===== config.mk =====
export PLATFORM = sky130hd
export DESIGN_NAME = regfile_wb_arbiter
export DESIGN_NICKNAME = d
export VERILOG_FILES = /design/src/rtl/regfile_wb_arbiter.sv
export SDC_FILE = /design/constraint.sdc
export NUM_CORES = 1
export LEC_CHECK = 0
export BUFFER_PORTS_ARGS = -buffer_cell sky130_fd_sc_hd__buf_2
export CORE_MARGIN = 2
export CORE_UTILIZATION = 35
export CTS_CLUSTER_SIZE = 14
export DETAILED_ROUTE_END_ITERATION = 6
export PLACE_DENSITY_LB_ADDON = 0.15
export SYNTH_ARGS = -nofsm -noshare
export SYNTH_HDL_FRONTEND = slang
export SYNTH_SLANG_ARGS = --single-unit

===== constraint.sdc =====
create_clock -name CLK -period 3 [get_ports CLK]
set_clock_uncertainty 0.2 [all_clocks]
set_input_delay 0.15 -clock CLK [delete_from_list [all_inputs] [get_ports CLK]]
set_output_delay 0.15 -clock CLK [all_outputs]
set_load 0.01 [all_outputs]

===== src/rtl/regfile_wb_arbiter.sv =====
// Round-robin arbiter for the single register-file write port.
// Picks one writeback source per cycle, registers its address/data onto
// rd/wd/RegWrite one cycle later, drops writes to r0 and counts cycles
// with two or more pending requesters.
module regfile_wb_arbiter #(
  parameter int NUM_REQ = 3,
  parameter int CNT_W   = 16
) (
  input  logic                  CLK,
  input  logic                  RST_N,
  input  logic [NUM_REQ-1:0]    req_valid,
  input  logic [NUM_REQ*6-1:0]  req_addr,
  input  logic [NUM_REQ*32-1:0] req_data,
  output logic [NUM_REQ-1:0]    req_ready,
  input  logic                  stall,
  output logic [5:0]            rd,
  output logic [31:0]           wd,
  output logic                  RegWrite,
  output logic [CNT_W-1:0]      conflict_cnt
);

  localparam int PTR_W = $clog2(NUM_REQ);
  // One extra bit so rr_ptr + offset never overflows before the wrap.
  localparam logic [PTR_W:0]   NUM_REQ_X = (PTR_W+1)'(NUM_REQ);
  localparam logic [PTR_W-1:0] PTR_MAX   = PTR_W'(NUM_REQ - 1);

  logic [PTR_W-1:0] rr_ptr_q, rr_ptr_d;
  logic [PTR_W-1:0] gnt_idx;
  logic             gnt_any;
  logic [PTR_W:0]   idx;
  logic [3:0]       nvalid;
  logic             multi_req;
  logic [5:0]       gnt_addr;
  logic [31:0]      gnt_data;

  logic [5:0]       rd_q, rd_d;
  logic [31:0]      wd_q, wd_d;
  logic             we_q, we_d;
  logic [CNT_W-1:0] cnt_q, cnt_d;

  // Scan from rr_ptr with wrap; first valid requester wins unless stalled or in reset.
  always_comb begin
    gnt_any = 1'b0;
    gnt_idx = '0;
    idx     = '0;
    for (int k = 0; k < NUM_REQ; k++) begin
      idx = {1'b0, rr_ptr_q} + (PTR_W+1)'(k);
      if (idx >= NUM_REQ_X) idx = idx - NUM_REQ_X;
      if (!gnt_any && req_valid[idx[PTR_W-1:0]] && !stall && RST_N) begin
        gnt_any = 1'b1;
        gnt_idx = idx[PTR_W-1:0];
      end
    end
  end

  // One-hot grant back to the requesters.
  always_comb begin
    req_ready = '0;
    if (gnt_any) req_ready[gnt_idx] = 1'b1;
  end

  // Contention detect: two or more requesters pending this cycle.
  always_comb begin
    nvalid = '0;
    for (int i = 0; i < NUM_REQ; i++) nvalid = nvalid + 4'(req_valid[i]);
    multi_req = (nvalid >= 4'd2);
  end

  // Next-state: pointer advance, write stage load, saturating counter.
  always_comb begin
    gnt_addr = req_addr[int'(gnt_idx)*6 +: 6];
    gnt_data = req_data[int'(gnt_idx)*32 +: 32];
    rr_ptr_d = rr_ptr_q;
    rd_d     = rd_q;
    wd_d     = wd_q;
    we_d     = 1'b0;
    if (gnt_any) begin
      rr_ptr_d = (gnt_idx == PTR_MAX) ? '0 : gnt_idx + PTR_W'(1);
      rd_d     = gnt_addr;
      wd_d     = gnt_data;
      // r0 is hardwired to zero: accept the request but never enable the write.
      we_d     = (gnt_addr != 6'd0);
    end
    cnt_d = cnt_q;
    if (multi_req && (cnt_q != {CNT_W{1'b1}})) cnt_d = cnt_q + CNT_W'(1);
  end

  // State registers; async reset also discards any pending registered write.
  always_ff @(posedge CLK or negedge RST_N) begin
    if (!RST_N) begin
      rr_ptr_q <= '0;
      rd_q     <= '0;
      wd_q     <= '0;
      we_q     <= 1'b0;
      cnt_q    <= '0;
    end else begin
      rr_ptr_q <= rr_ptr_d;
      rd_q     <= rd_d;
      wd_q     <= wd_d;
      we_q     <= we_d;
      cnt_q    <= cnt_d;
    end
  end

  assign rd           = rd_q;
  assign wd           = wd_q;
  assign RegWrite     = we_q;
  assign conflict_cnt = cnt_q;

endmodule


==> results of run 1 <==
[logic make-up after synthesis]
| logic type | Yosys count |
|---|---|
| multiplexers | 4 |
| buffers and inverters | 27 |
| XOR/XNOR | 14 |
| flip-flops | 57 |
| AO/OA/AOI/OAI | 77 |
| AND/OR/NAND/NOR | 113 |
| adder cells (fa/ha/maj) | 5 |
[worst max-delay path: stages, from the launching register on]
cell,delay (ns)
dfrtp_1,0.41
ha_4,0.33
mux2i_2,0.26
o221ai_2,0.18
o32ai_2,0.31
nand2_2,0.13
inv_2,0.17
buf_12,0.23
buf_2,0.18
[layer usage]
metal	vias up	global-route usage (%)	routed length, µm
met5	-	0	0
met4	0	11.1	301
met3	33	5.54	832
met2	211	40.4	5500
met1	1689	27.4	4730
li1	1691	-	-
[registers in the layout, summed over array words and instances, names as in the netlist]
| signal | count |
|---|---|
| RegWrite | 1 |
| conflict_cnt | 16 |
| rd | 6 |
| rr_ptr_q | 2 |
| wd | 32 |
[cells in the final DEF (no fill, tap or decap), types with 2 or more instances in the layout]
master | synthesis | routed
nand3_1 | 8 | 8
a22oi_1 | 13 | 13
buf_12 | 0 | 2
nor2b_1 | 3 | 3
nand2_1 | 67 | 67
buf_4 | 1 | 13
xor2_1 | 2 | 2
and4_1 | 3 | 3
a31oi_1 | 9 | 9
dlygate4sd3_1 | 0 | 104
inv_1 | 7 | 7
nand4_1 | 3 | 3
clkbuf_8 | 0 | 12
a21oi_1 | 5 | 5
dfrtp_1 | 57 | 57
nand2b_1 | 3 | 3
and3_1 | 5 | 5
xnor2_1 | 12 | 12
and2_1 | 3 | 3
ha_1 | 5 | 4
a221oi_1 | 4 | 4
o21ai_0 | 3 | 3
a222oi_1 | 23 | 23
a21boi_1 | 2 | 2
nor3_4 | 1 | 2
buf_2 | 7 | 177
o21ai_1 | 5 | 5
nor2_1 | 10 | 10
[final cells by class]
| class | count | area [µm²] | area share, % |
|---|---|---|---|
| clock buffer | 13 | 169 | 3.14 |
| clock inverter | 2 | 12.5 | 0.233 |
| inverter | 9 | 36.3 | 0.675 |
| multi-input combinational | 214 | 1490 | 27.8 |
| sequential | 57 | 1430 | 26.5 |
| tap | 108 | 135 | 2.52 |
| timing repair buffer | 298 | 2100 | 39.1 |
[worst max-delay path by stage]
stage	startpoint	endpoint	slack, ns	cells after the start
after floorplan	rr_ptr_q[0]	RegWrite	0.36	10
after global placement	rr_ptr_q[0]	req_ready[0]	0.02	9
after detailed placement	rr_ptr_q[1]	req_ready[0]	-0.05	8
after CTS	rr_ptr_q[1]	req_ready[1]	0.009	9
after global routing	rr_ptr_q[0]	req_ready[2]	-0.01	9
final	rr_ptr_q[1]	req_ready[2]	0.10	8
[power groups by stage]
stage,Combinational [mW],Sequential [mW],Clock (mW)
finish,2.19,1.31,0.654
detailed placement,1.96,1.31,0
global placement,1.93,1.30,0
floorplan,1.13,1.44,0
CTS,2.12,1.30,0.674
global route,2.38,1.35,0.705
[per-stage QoR]
stage          util (%)  setup WS [ns]
6_report           62.5          0.101
5_1_grt            62.5        -0.0113
4_1_cts            61.9        0.00878
3_5_place_dp       47.2        -0.0539
3_3_place_gp       47.2         0.0155
2_1_floorplan         -          0.364
[what timing repair did]
action / CTS / global route
setup buffers: 1 / 0
setup endpoints to repair: 4 / 14
pin swaps: 1 / 0
hold endpoints to repair: 96 / 0
resized for setup: 7 / 4
hold buffers: 104 / 0
gates cloned: 1 / 1
==> out/metrics.csv, run 1 <==
metric;value;unit
Final Routed Wirelength;11.4;mm
ANT nets after route;0;
RSZ-0062 raised after global routing;yes;
total gr overflow;0;
final setup violation count;0;
hold path start;req_addr[8];
max cap viols;0;
post-DR vias/cell;5.17;
DRT Pass-1 Iters;7;
synthesized area;3060;µm²
Area Overhead vs Synth;75.8;%
Int Pwr;2.52;mW
Synth top area share;46.7;%
Max Clk Rate;0.345;GHz
Syn Nets;422;
Data arrival, critical path;2.55;ns
worst min path class;input port to register;
root buf cell;clkbuf_8;
htree depth;3;
Worst-Skew Late Latency;0.33;ns
first-pass GRT wire length;17.9;mm
die width;97.4;µm
synth warn;0;
Max FO, Critical Path;39;
ant diodes;0;
CP startpoint kind;register;
Finished Cell Area;5370;µm²
core area;8590;µm²
switching share of power;39.4;%
largest net degree at the start of global routing;58;
Logic pwr share;52.8;%
Lkg Pwr;2.61;nW
most common cell in the netlist;nand2_1;
Max VDD drop;491;µV
# IOs;178;
largest family of logic cells by synthesized area;compound AO/OA/AOI/OAI gates;
Synth area leader;dfrtp_1;
Clock Sinks;57;
FF-to-FF Start;rr_ptr_q[0];
final worst path period share;96.6;%
share of cells above drive strength 1;38.4;%
Setup TNS;0;ns
synth cell count leaders;nand2_1, dfrtp_1, a222oi_1;
Remaining DRCs;1;
Fin Hold WS;-0.00576;ns
PwrDens;773;nW/µm²
CTS tree;yes;
failing checks;DRC, hold timing;
Pwr Total;4.15;mW
status;finished with violations;
IO Port Bufs;177;
post-synthesis xor/xnor area fraction;4.01;%
Net Switching;1.64;mW
register bit total from synthesis;57;
hold path cells;3;
kind of critical path;register to primary output;
RePlAce Congestion;0.790;
Starting Density;35.6;%
final net count;714;
dpl cells;579;
Tmin final;2.90;ns
r2r setup slk;0.17;ns
CTS Buf Count;9;
GRT Total Usage;23.4;%
Cells after Synth;297;
Slew headroom;52.2;%
Reg2Reg Depth;11;
Final Hold Viols;1;
Layout Cells excl Fill;701;
Post-synth EDFFs;0;
WHS Endpoint;rd[2];
Synth Area in Adders;2.05;%
simple-gate share of the synthesized area;17.5;%
via count;3624;
DPL Wire Length;6.61;mm
clock power share;15.7;%
Post-Syn Area per Cell;10.3;µm²
DR WL/cell;16.2;µm
dpl cell area;4060;µm²
# fillers;705;
mux contribution to synthesized area;1.76;%
Seq pwr share;31.5;%
vias in the first global route;3798;
clk buf depth;2;
Die Footprint;9490;µm²
critical path data required time;2.65;ns
dominant cells by area after synthesis;dfrtp_1, nand2_1, a222oi_1;
Slew Viols, Final;0;
initial antenna violation count;0;
Worst setup EP type;primary output;
r2r endpoint;RegWrite;
die height;97.4;µm
post-synthesis compound-gate area fraction;22.4;%
initial drt markers;201;
clk slew on worst S/H paths;0.06;ns
sequential fraction of the synthesis area;46.7;%
Top FF cell, synth;dfrtp_1;
Site Rows;34;
Post-synth ARST share;100;%
worst slew pin tran;0.717;ns
unique cell type count in the Yosys netlist;52;
Power figures use the tool's default switching activity.
==> inputs of run 2 (changes only) <==
- CORE_UTILIZATION: 35 -> 44
- clock period: 3 -> 2.7 ns (I/O delays scaled with it)
==> run 2 against run 1 <==
  * The flow finishes with violations (DRC, setup timing)
  * Hold slack improved by 0.020 ns
  * Sequential cell count unchanged
  * Total power grew 41%
  * Register-to-register slack worse by 0.39 ns
  * Critical path type is now register to register
  * Cell count up 0.43%
  * Non-clock buffer count increased by 29
  * Cell area up 11%
  * Largest cell class unchanged
  * Setup slack got worse by 0.32 ns
==> out/metrics.csv, run 2 (synthesis gave the netlist of run 1 again) <==
metric;value;unit
status;finished with violations;
failing checks;DRC, setup timing;
CTS Buf Count;9;
Pwr Total;5.85;mW
final setup violation count;37;
Max Clk Rate;0.342;GHz
Critical Path, Cell by Cell;ha_4 > mux2i_4 > o221a_4 > a31oi_4 > nand2_4 > inv_8 > buf_4 > a22oi_1 > and3_1 > a41oi_2;
DPL Wire Length;6.60;mm
kind of critical path;register to register;
clk slew on worst S/H paths;0.08;ns
via count;4274;
Worst-Skew Late Latency;0.35;ns
max reg flops;32;
Die Footprint;7630;µm²
commonest non-fill, non-tap cell in the layout;buf_2;
CP startpoint kind;register;
RePlAce Congestion;0.983;
final net count;743;
RSZ-0062 raised after global routing;yes;
root buf cell;clkbuf_8;
core area;6760;µm²
Buf+Inv Stages, Crit Path;2;
Max VDD drop;603;µV
critical path data required time;2.69;ns
max cap viols;0;
clk buf depth;2;
Lkg Pwr;2.87;nW
Remaining DRCs;2;
total gr overflow;0;
PwrDens;978;nW/µm²
die width;87.3;µm
Tmin final;2.92;ns
Final Routed Wirelength;15.9;mm
vias in the first global route;4115;
DR WL/cell;22.6;µm
initial antenna violation count;0;
Final Hold Viols;0;
CP max stage delay;0.42;ns
Clock Sinks;57;
ANT nets after route;0;
final worst path period share;108;%
post-DR vias/cell;6.07;
most frequent cells in the layout;buf_2, dlygate4sd3_1, dfrtp_1, nand2_1, buf_4;
Data arrival, critical path;2.91;ns
largest net degree at the start of global routing;58;
Max FO, Critical Path;6;
Crit-path slowest cell;dfrtp_1;
GRT Total Usage;34.7;%
first-pass GRT wire length;20.1;mm
Area Overhead vs Synth;95.9;%
worst slew pin tran;0.723;ns
CTS tree;yes;
share of cells above drive strength 1;46.1;%
Worst setup EP type;register;
Site Rows;30;
pre-CTS WS;-0.128;ns
worst min path class;input port to register;
die height;87.3;µm
IO Port Bufs;177;
Slew Viols, Final;0;
setup ws final;-0.224;ns
# IOs;178;
Slew headroom;51.8;%
CP delay by family, top;compound AO/OA/AOI/OAI gates;
DRT Pass-1 Iters;7;
htree depth;3;
Fin Hold WS;0.0140;ns
Starting Density;45.2;%
initial drt markers;495;
-- run 2: cell types whose count changed in the layout (fill, tap and decap cells not counted), moves of 3 or more --
cell	delta
buf_4	+15
nand2_1	-10
nand2_2	+10
buf_6	+7
a21oi_1	-4
a21oi_2	+4
a22oi_1	-4
a22oi_2	+4
a31oi_1	-3
buf_12	+3
buf_2	-3
bufinv_16	+3
dlygate4sd3_1	+3
-- run 2: timing repair --
action | 4_1_cts | 5_1_grt
pin swaps | 9 | 26
gates cloned | 3 | 2
resized for setup | 20 | 41
buffers inserted | 10 | 6
hold endpoints to repair | 96 | 0
setup endpoints to repair | 5 | 40
hold buffers | 107 | 0
-- run 2: stage by stage --
| stage | instance area (µm²) | setup TNS [ns] | utilization (%) | std cells |
|---|---|---|---|---|
| finish | 5980 | -4.52 | 88.6 | 704 |
| global route | 5980 | -7.48 | 88.5 | 703 |
| CTS | 5720 | -0.0119 | 84.7 | 695 |
| detailed placement | 4130 | -0.133 | 61.1 | 559 |
| global placement | 4130 | -0.0113 | 61.1 | 559 |
| floorplan | 3060 | 0 | - | 297 |
-- run 2: path summary, 6_finish.rpt --
path,from,to,slack [ns],cells past startpoint
setup / recovery,rr_ptr_q[1],RegWrite,-0.22,10
hold / removal,req_addr[11],rd[5],0.01,3
setup reg to reg,rr_ptr_q[1],RegWrite,-0.22,10
hold reg to reg,conflict_cnt[9],conflict_cnt[9],0.29,1
max in group asynchronous,RST_N,wd[9],1.51,3
min in group asynchronous,RST_N,conflict_cnt[0],0.28,3
-- run 2: where the power goes --
group	total [mW]	switching, mW	internal, mW
Clock	1.10	0.410	0.690
Combinational	3.23	1.67	1.56
Sequential	1.52	0.307	1.22
-- run 2: layout make-up --
type / count / area (µm²)
antenna: 1 / 2.50
clock buffer: 12 / 165
clock inverter: 4 / 97.6
fill: 306 / 772
inverter: 9 / 46.3
multi-input combinational: 213 / 1670
sequential: 57 / 1430
tap: 80 / 100
timing repair buffer: 327 / 2470
timing repair inverter: 1 / 6.26
-- run 2: tightest hold or removal path: stages --
cell	delay [ns]
buf_2	0.09
a22oi_1	0.10
a31oi_1	0.19
-- run 2: metal layers --
| metal | share of wire, % | vias to the layer above | GRT usage, % |
|---|---|---|---|
| met2 | 49 | 368 | 60.2 |
| li1 | - | 1750 | - |
| met4 | 6.7 | 0 | 22.7 |
| met3 | 9.5 | 117 | 7.96 |
| met1 | 35 | 2039 | 37.6 |
| met5 | 0 | - | 0 |
